**config.mk**
```make
export PLATFORM = sky130hd
export DESIGN_NAME = mos_wishbone_master
export DESIGN_NICKNAME = d
export VERILOG_FILES = /design/src/rtl/mos_wishbone_master.sv
export SDC_FILE = /design/constraint.sdc
export NUM_CORES = 1
export LEC_CHECK = 0
export CAP_MARGIN = 20
export CORE_MARGIN = 1.5
export CORE_UTILIZATION = 41
export DETAILED_ROUTE_END_ITERATION = 10
export MAX_ROUTING_LAYER = met4
export PLACE_DENSITY = 0.8
export SYNTH_ARGS = -nofsm -noshare
export SYNTH_HDL_FRONTEND = slang
export SYNTH_SLANG_ARGS = --single-unit
```
**constraint.sdc**
```tcl
create_clock -name wb_clk_i -period 4.2 [get_ports wb_clk_i]
set_clock_uncertainty 0.1 [all_clocks]
set_input_delay 0.42 -clock wb_clk_i [delete_from_list [all_inputs] [get_ports wb_clk_i]]
set_output_delay 0.42 -clock wb_clk_i [all_outputs]
set_load 0.01 [all_outputs]
```
**src/rtl/mos_wishbone_master.sv**
```systemverilog
// Single-outstanding Wishbone classic-cycle initiator: one command in, one bus cycle, one response out.
// Optional build macro MOS_WBM_TIMEOUT_EN adds the ack timeout counter and abort-with-error response.
module mos_wishbone_master #(
    parameter int unsigned TIMEOUT_CYCLES = 16,
    parameter int unsigned TO_W           = 8
) (
    input  logic        wb_clk_i,
    input  logic        wb_rst_i,
    input  logic        cmd_valid_i,
    output logic        cmd_ready_o,
    input  logic        cmd_we_i,
    input  logic [31:0] cmd_adr_i,
    input  logic [31:0] cmd_dat_i,
    output logic        rsp_valid_o,
    input  logic        rsp_ready_i,
    output logic [31:0] rsp_dat_o,
    output logic        rsp_err_o,
    output logic        busy_o,
    output logic        wbm_cyc_o,
    output logic        wbm_stb_o,
    output logic        wbm_we_o,
    output logic [3:0]  wbm_sel_o,
    output logic [31:0] wbm_adr_o,
    output logic [31:0] wbm_dat_o,
    input  logic [31:0] wbm_dat_i,
    input  logic        wbm_ack_i
);

    typedef enum logic [1:0] {
        S_IDLE = 2'd0,
        S_BUS  = 2'd1,
        S_RESP = 2'd2
    } state_e;

    state_e      state_q, state_d;
    logic        cmd_ready_q, cmd_ready_d;
    logic        rsp_valid_q, rsp_valid_d;
    logic [31:0] rsp_dat_q, rsp_dat_d;
    logic        rsp_err_q, rsp_err_d;
    logic        busy_q, busy_d;
    logic        cyc_q, cyc_d;
    logic        stb_q, stb_d;
    logic        we_q, we_d;
    logic [3:0]  sel_q, sel_d;
    logic [31:0] adr_q, adr_d;
    logic [31:0] dat_q, dat_d;

    logic accept;
    logic to_hit;

    assign accept = (state_q == S_IDLE) && cmd_ready_q && cmd_valid_i;

`ifdef MOS_WBM_TIMEOUT_EN
    logic [TO_W-1:0] cnt_q, cnt_d;

    // Fires on the BUS cycle where the counter holds TIMEOUT_CYCLES-1, so stb is up exactly TIMEOUT_CYCLES cycles.
    assign to_hit = (state_q == S_BUS) && (cnt_q == TO_W'(TIMEOUT_CYCLES - 1));

    always_comb begin
        cnt_d = cnt_q;
        if (accept) begin
            cnt_d = '0;
        end else if (state_q == S_BUS && !wbm_ack_i && !to_hit) begin
            cnt_d = cnt_q + 1'b1;
        end
    end

    always_ff @(posedge wb_clk_i or posedge wb_rst_i) begin
        if (wb_rst_i) begin
            cnt_q <= '0;
        end else begin
            cnt_q <= cnt_d;
        end
    end

    assign rsp_err_o = rsp_err_q;
`else
    assign to_hit    = 1'b0;
    assign rsp_err_o = 1'b0;
`endif

    always_comb begin
        state_d     = state_q;
        cmd_ready_d = cmd_ready_q;
        rsp_valid_d = rsp_valid_q;
        rsp_dat_d   = rsp_dat_q;
        rsp_err_d   = rsp_err_q;
        busy_d      = busy_q;
        cyc_d       = cyc_q;
        stb_d       = stb_q;
        we_d        = we_q;
        sel_d       = sel_q;
        adr_d       = adr_q;
        dat_d       = dat_q;

        case (state_q)
            S_IDLE: begin
                cmd_ready_d = 1'b1;
                busy_d      = 1'b0;
                if (accept) begin
                    adr_d       = cmd_adr_i;
                    dat_d       = cmd_dat_i;
                    we_d        = cmd_we_i;
                    cyc_d       = 1'b1;
                    stb_d       = 1'b1;
                    sel_d       = 4'hF;
                    cmd_ready_d = 1'b0;
                    busy_d      = 1'b1;
                    state_d     = S_BUS;
                end
            end
            S_BUS: begin
                // Ack is checked first so it wins over a timeout on the same edge.
                if (wbm_ack_i) begin
                    rsp_dat_d   = we_q ? 32'h0 : wbm_dat_i;
                    rsp_err_d   = 1'b0;
                    rsp_valid_d = 1'b1;
                    cyc_d       = 1'b0;
                    stb_d       = 1'b0;
                    we_d        = 1'b0;
                    sel_d       = 4'h0;
                    state_d     = S_RESP;
                end else if (to_hit) begin
                    rsp_dat_d   = 32'h0;
                    rsp_err_d   = 1'b1;
                    rsp_valid_d = 1'b1;
                    cyc_d       = 1'b0;
                    stb_d       = 1'b0;
                    we_d        = 1'b0;
                    sel_d       = 4'h0;
                    state_d     = S_RESP;
                end
            end
            S_RESP: begin
                if (rsp_ready_i) begin
                    rsp_valid_d = 1'b0;
                    cmd_ready_d = 1'b1;
                    busy_d      = 1'b0;
                    state_d     = S_IDLE;
                end
            end
            default: begin
                state_d     = S_IDLE;
                cmd_ready_d = 1'b0;
                busy_d      = 1'b0;
                cyc_d       = 1'b0;
                stb_d       = 1'b0;
                sel_d       = 4'h0;
            end
        endcase
    end

    always_ff @(posedge wb_clk_i or posedge wb_rst_i) begin
        if (wb_rst_i) begin
            state_q     <= S_IDLE;
            cmd_ready_q <= 1'b0;
            rsp_valid_q <= 1'b0;
            rsp_dat_q   <= '0;
            rsp_err_q   <= 1'b0;
            busy_q      <= 1'b0;
            cyc_q       <= 1'b0;
            stb_q       <= 1'b0;
            we_q        <= 1'b0;
            sel_q       <= '0;
            adr_q       <= '0;
            dat_q       <= '0;
        end else begin
            state_q     <= state_d;
            cmd_ready_q <= cmd_ready_d;
            rsp_valid_q <= rsp_valid_d;
            rsp_dat_q   <= rsp_dat_d;
            rsp_err_q   <= rsp_err_d;
            busy_q      <= busy_d;
            cyc_q       <= cyc_d;
            stb_q       <= stb_d;
            we_q        <= we_d;
            sel_q       <= sel_d;
            adr_q       <= adr_d;
            dat_q       <= dat_d;
        end
    end

    assign cmd_ready_o = cmd_ready_q;
    assign rsp_valid_o = rsp_valid_q;
    assign rsp_dat_o   = rsp_dat_q;
    assign busy_o      = busy_q;
    assign wbm_cyc_o   = cyc_q;
    assign wbm_stb_o   = stb_q;
    assign wbm_we_o    = we_q;
    assign wbm_sel_o   = sel_q;
    assign wbm_adr_o   = adr_q;
    assign wbm_dat_o   = dat_q;

endmodule

```
==> metrics <==
synth warn=0; final WL=10.5 mm; synth unique cells=20; die width=~110 um; Final Hold Vio Count=0; vias per inst=4.65; IO Port Bufs=about 210; Total Routing Usage GR=19.7%; wire length per cell=about 16 um; crit path launch type=register; Setup Viol. Count Final=0; sequential fraction of the synthesis area=58.9%; worst slew pin tran=0.777 ns; dpl hpwl=7.80 mm; Area Overhead vs Synth=51.3%; minimum clock period=between 2 and 2.5 ns; grt total ovfl=0; Top-Level Pins=209; global-route wire length before repair=16.6 mm; TritonRoute pass-1 iters=4; RSZ-0062 raised after global routing=no; clock-pin slew on the worst setup and hold paths=~0.1 ns; CTS Hold Bufs=0; layout net count=about 600; Die H=106 um; largest net degree at the start of global routing=70; CTS buffer count=9; H-tree depth reported by CTS=3; Power Dens Cells=748 mW/mm^2; Post-DRT Antenna Nets=0; Max-slew headroom=roughly 48%; syn_nets=412; # rows=37; CTS tree=done; effective utilization at floorplan=42.4%; outcome=finished clean; Placer Congestion=0.759; fill count=794; Ant. Diodes=0; critical path data required time=3.68 ns; Critical Path Sink Type=primary output; Util after Layout=64.2%; Worst Hold Class=primary input to asynchronous set/reset pin; core area=0.0103 mm^2; Syn Inst Count=310; antenna violations before repair=0; FMAX=418 MHz; clk_lat worst skew=around 0.36 ns; vias in the first global route=3167; Worst Path Max Fanout=34; CTS max path bufs=2; drt first-iter violations=114; max_cap viols=0; Worst Path Buf+Inv=1; Mapped Area=0.00438 mm^2; CP delay by family, top=flip-flops; die area=between 0.01 and 0.015 mm^2; Critical Path Stages=1; worst vdd ir=~320 uV; CTS Sinks=103; P_leak=2.90 nW; root buffer cell=clkbuf_8; DRC=0; Slowest Stage Delay on Critical Path=0.83 ns; syn avg cell area=approximately 14 um^2; CP arrival=1.87 ns; reg2reg path depth=4; final setup TNS=0 ns; share of layout cells above drive strength 1=16.8%; #FFs+latches synth=103; final period utilization=56.9%; Final Max Slew Viols=0; CTS-repair resized insts=0; via count=slightly above 3000; smallest hold slack=between 0.2 and 0.25 ns; cell chain of the critical path=clkdlybuf4s50_1; setup repair bufs after CTS=0; critical path class=register to primary output; CP max stage cell=dfrtp_1
==> power by group <==
group	total, mW	internal (mW)	switching [mW]
clock network	0.590	0.241	0.348
logic	2.54	1.63	0.913
registers	1.82	1.50	0.326
==> per-layer routing <==
metal  track usage [%]  vias to the layer above  part of all wire [%]
met3              3.99                       13                   6.9
met1              25.8                     1440                    45
met5                 -                        -                     0
met2              30.4                      144                    46
met4              7.43                        0                   1.8
li1                  -                     1420                     -
==> flip-flops by register name, indices dropped and copies added, names as in the netlist <==
signal,count
wbm_we_o,1
wbm_dat_o,32
rsp_valid_o,1
cmd_ready_o,1
wbm_sel_o,1
wbm_adr_o,32
state_q,2
busy_o,1
rsp_dat_o,32
==> layout by cell type (no fill, tap or decap), types with 3 or more instances in the layout <==
master           Yosys  layout
nand2b_1            32      32
mux2_4              64      64
nand2_1             36      36
clkdlybuf4s50_1      0     207
inv_6                0       3
clkbuf_8             0      10
dfrtp_1            103     103
buf_4                6       3
o21ai_0             36      36
==> synth_stat cells <==
cell type	number	area [um^2]
dfrtp_1	103	2580
conb_1	1	3.75
buf_12	6	120
buf_4	6	45.0
nand3b_1	1	7.51
a211oi_1	1	7.51
buf_6	2	22.5
or2b_1	2	15.0
mux2_4	64	961
buf_2	5	25.0
inv_1	2	7.51
o21bai_1	1	7.51
a21oi_1	2	10.0
a21o_1	2	15.0
nand2b_1	32	200
clkbuf_1	5	18.8
nor2_1	2	7.51
o21ai_0	36	180
and4bb_1	1	12.5
nand2_1	36	135
==> through the flow <==
step	std cells	worst slack (ns)	total power, mW	cell area [um^2]
final	649	1.81	4.96	6630
after CTS	649	1.75	5.02	6630
after detailed placement	633	1.72	4.41	6440
after global placement	633	1.82	4.34	6440
after global routing	649	1.63	5.25	6630
after floorplan	310	0.976	3.16	4380
==> cell type report <==
cell class                 count  area, um^2  area share (%)
clock buffer                  10         138            2.08
sequential                   103        2580            38.9
multi-input combinational    181        1570            23.6
tap                          136         170            2.57
clock inverter                 6        50.0           0.755
inverter                       2        10.0           0.151
timing repair buffer         211        2110            31.9
==> cells by family (layout without fill, tap and decap cells) <==
| logic type | Yosys count | after routing | synth area share, % |
|---|---|---|---|
| compound gates | 42 | 42 | 5.03 |
| buf+inv | 26 | 229 | 5.46 |
| flops | 103 | 103 | 58.9 |
| mux | 64 | 64 | 21.9 |
| other cells | 1 | 1 | 0.0856 |
| simple gates | 74 | 74 | 8.63 |
==> final timing paths <==
check                      slack [ns]                       from                        end
max                              1.81       wbm_we_o$_DFFE_PP0P_                   wbm_we_o
min reg2reg                      0.39  rsp_dat_o[28]$_DFFE_PP0P_  rsp_dat_o[28]$_DFFE_PP0P_
max in group asynchronous        2.96                   wb_rst_i    cmd_ready_o$_DFFE_PP0P_
min in group wb_clk_i            0.39  rsp_dat_o[28]$_DFFE_PP0P_  rsp_dat_o[28]$_DFFE_PP0P_
min                              0.22                   wb_rst_i   wbm_adr_o[0]$_DFFE_PP0P_
max reg2reg                      2.21     state_q[1]$_DFFE_PP0P_  rsp_dat_o[12]$_DFFE_PP0P_
No activity file was read; power rests on OpenSTA's default activity.
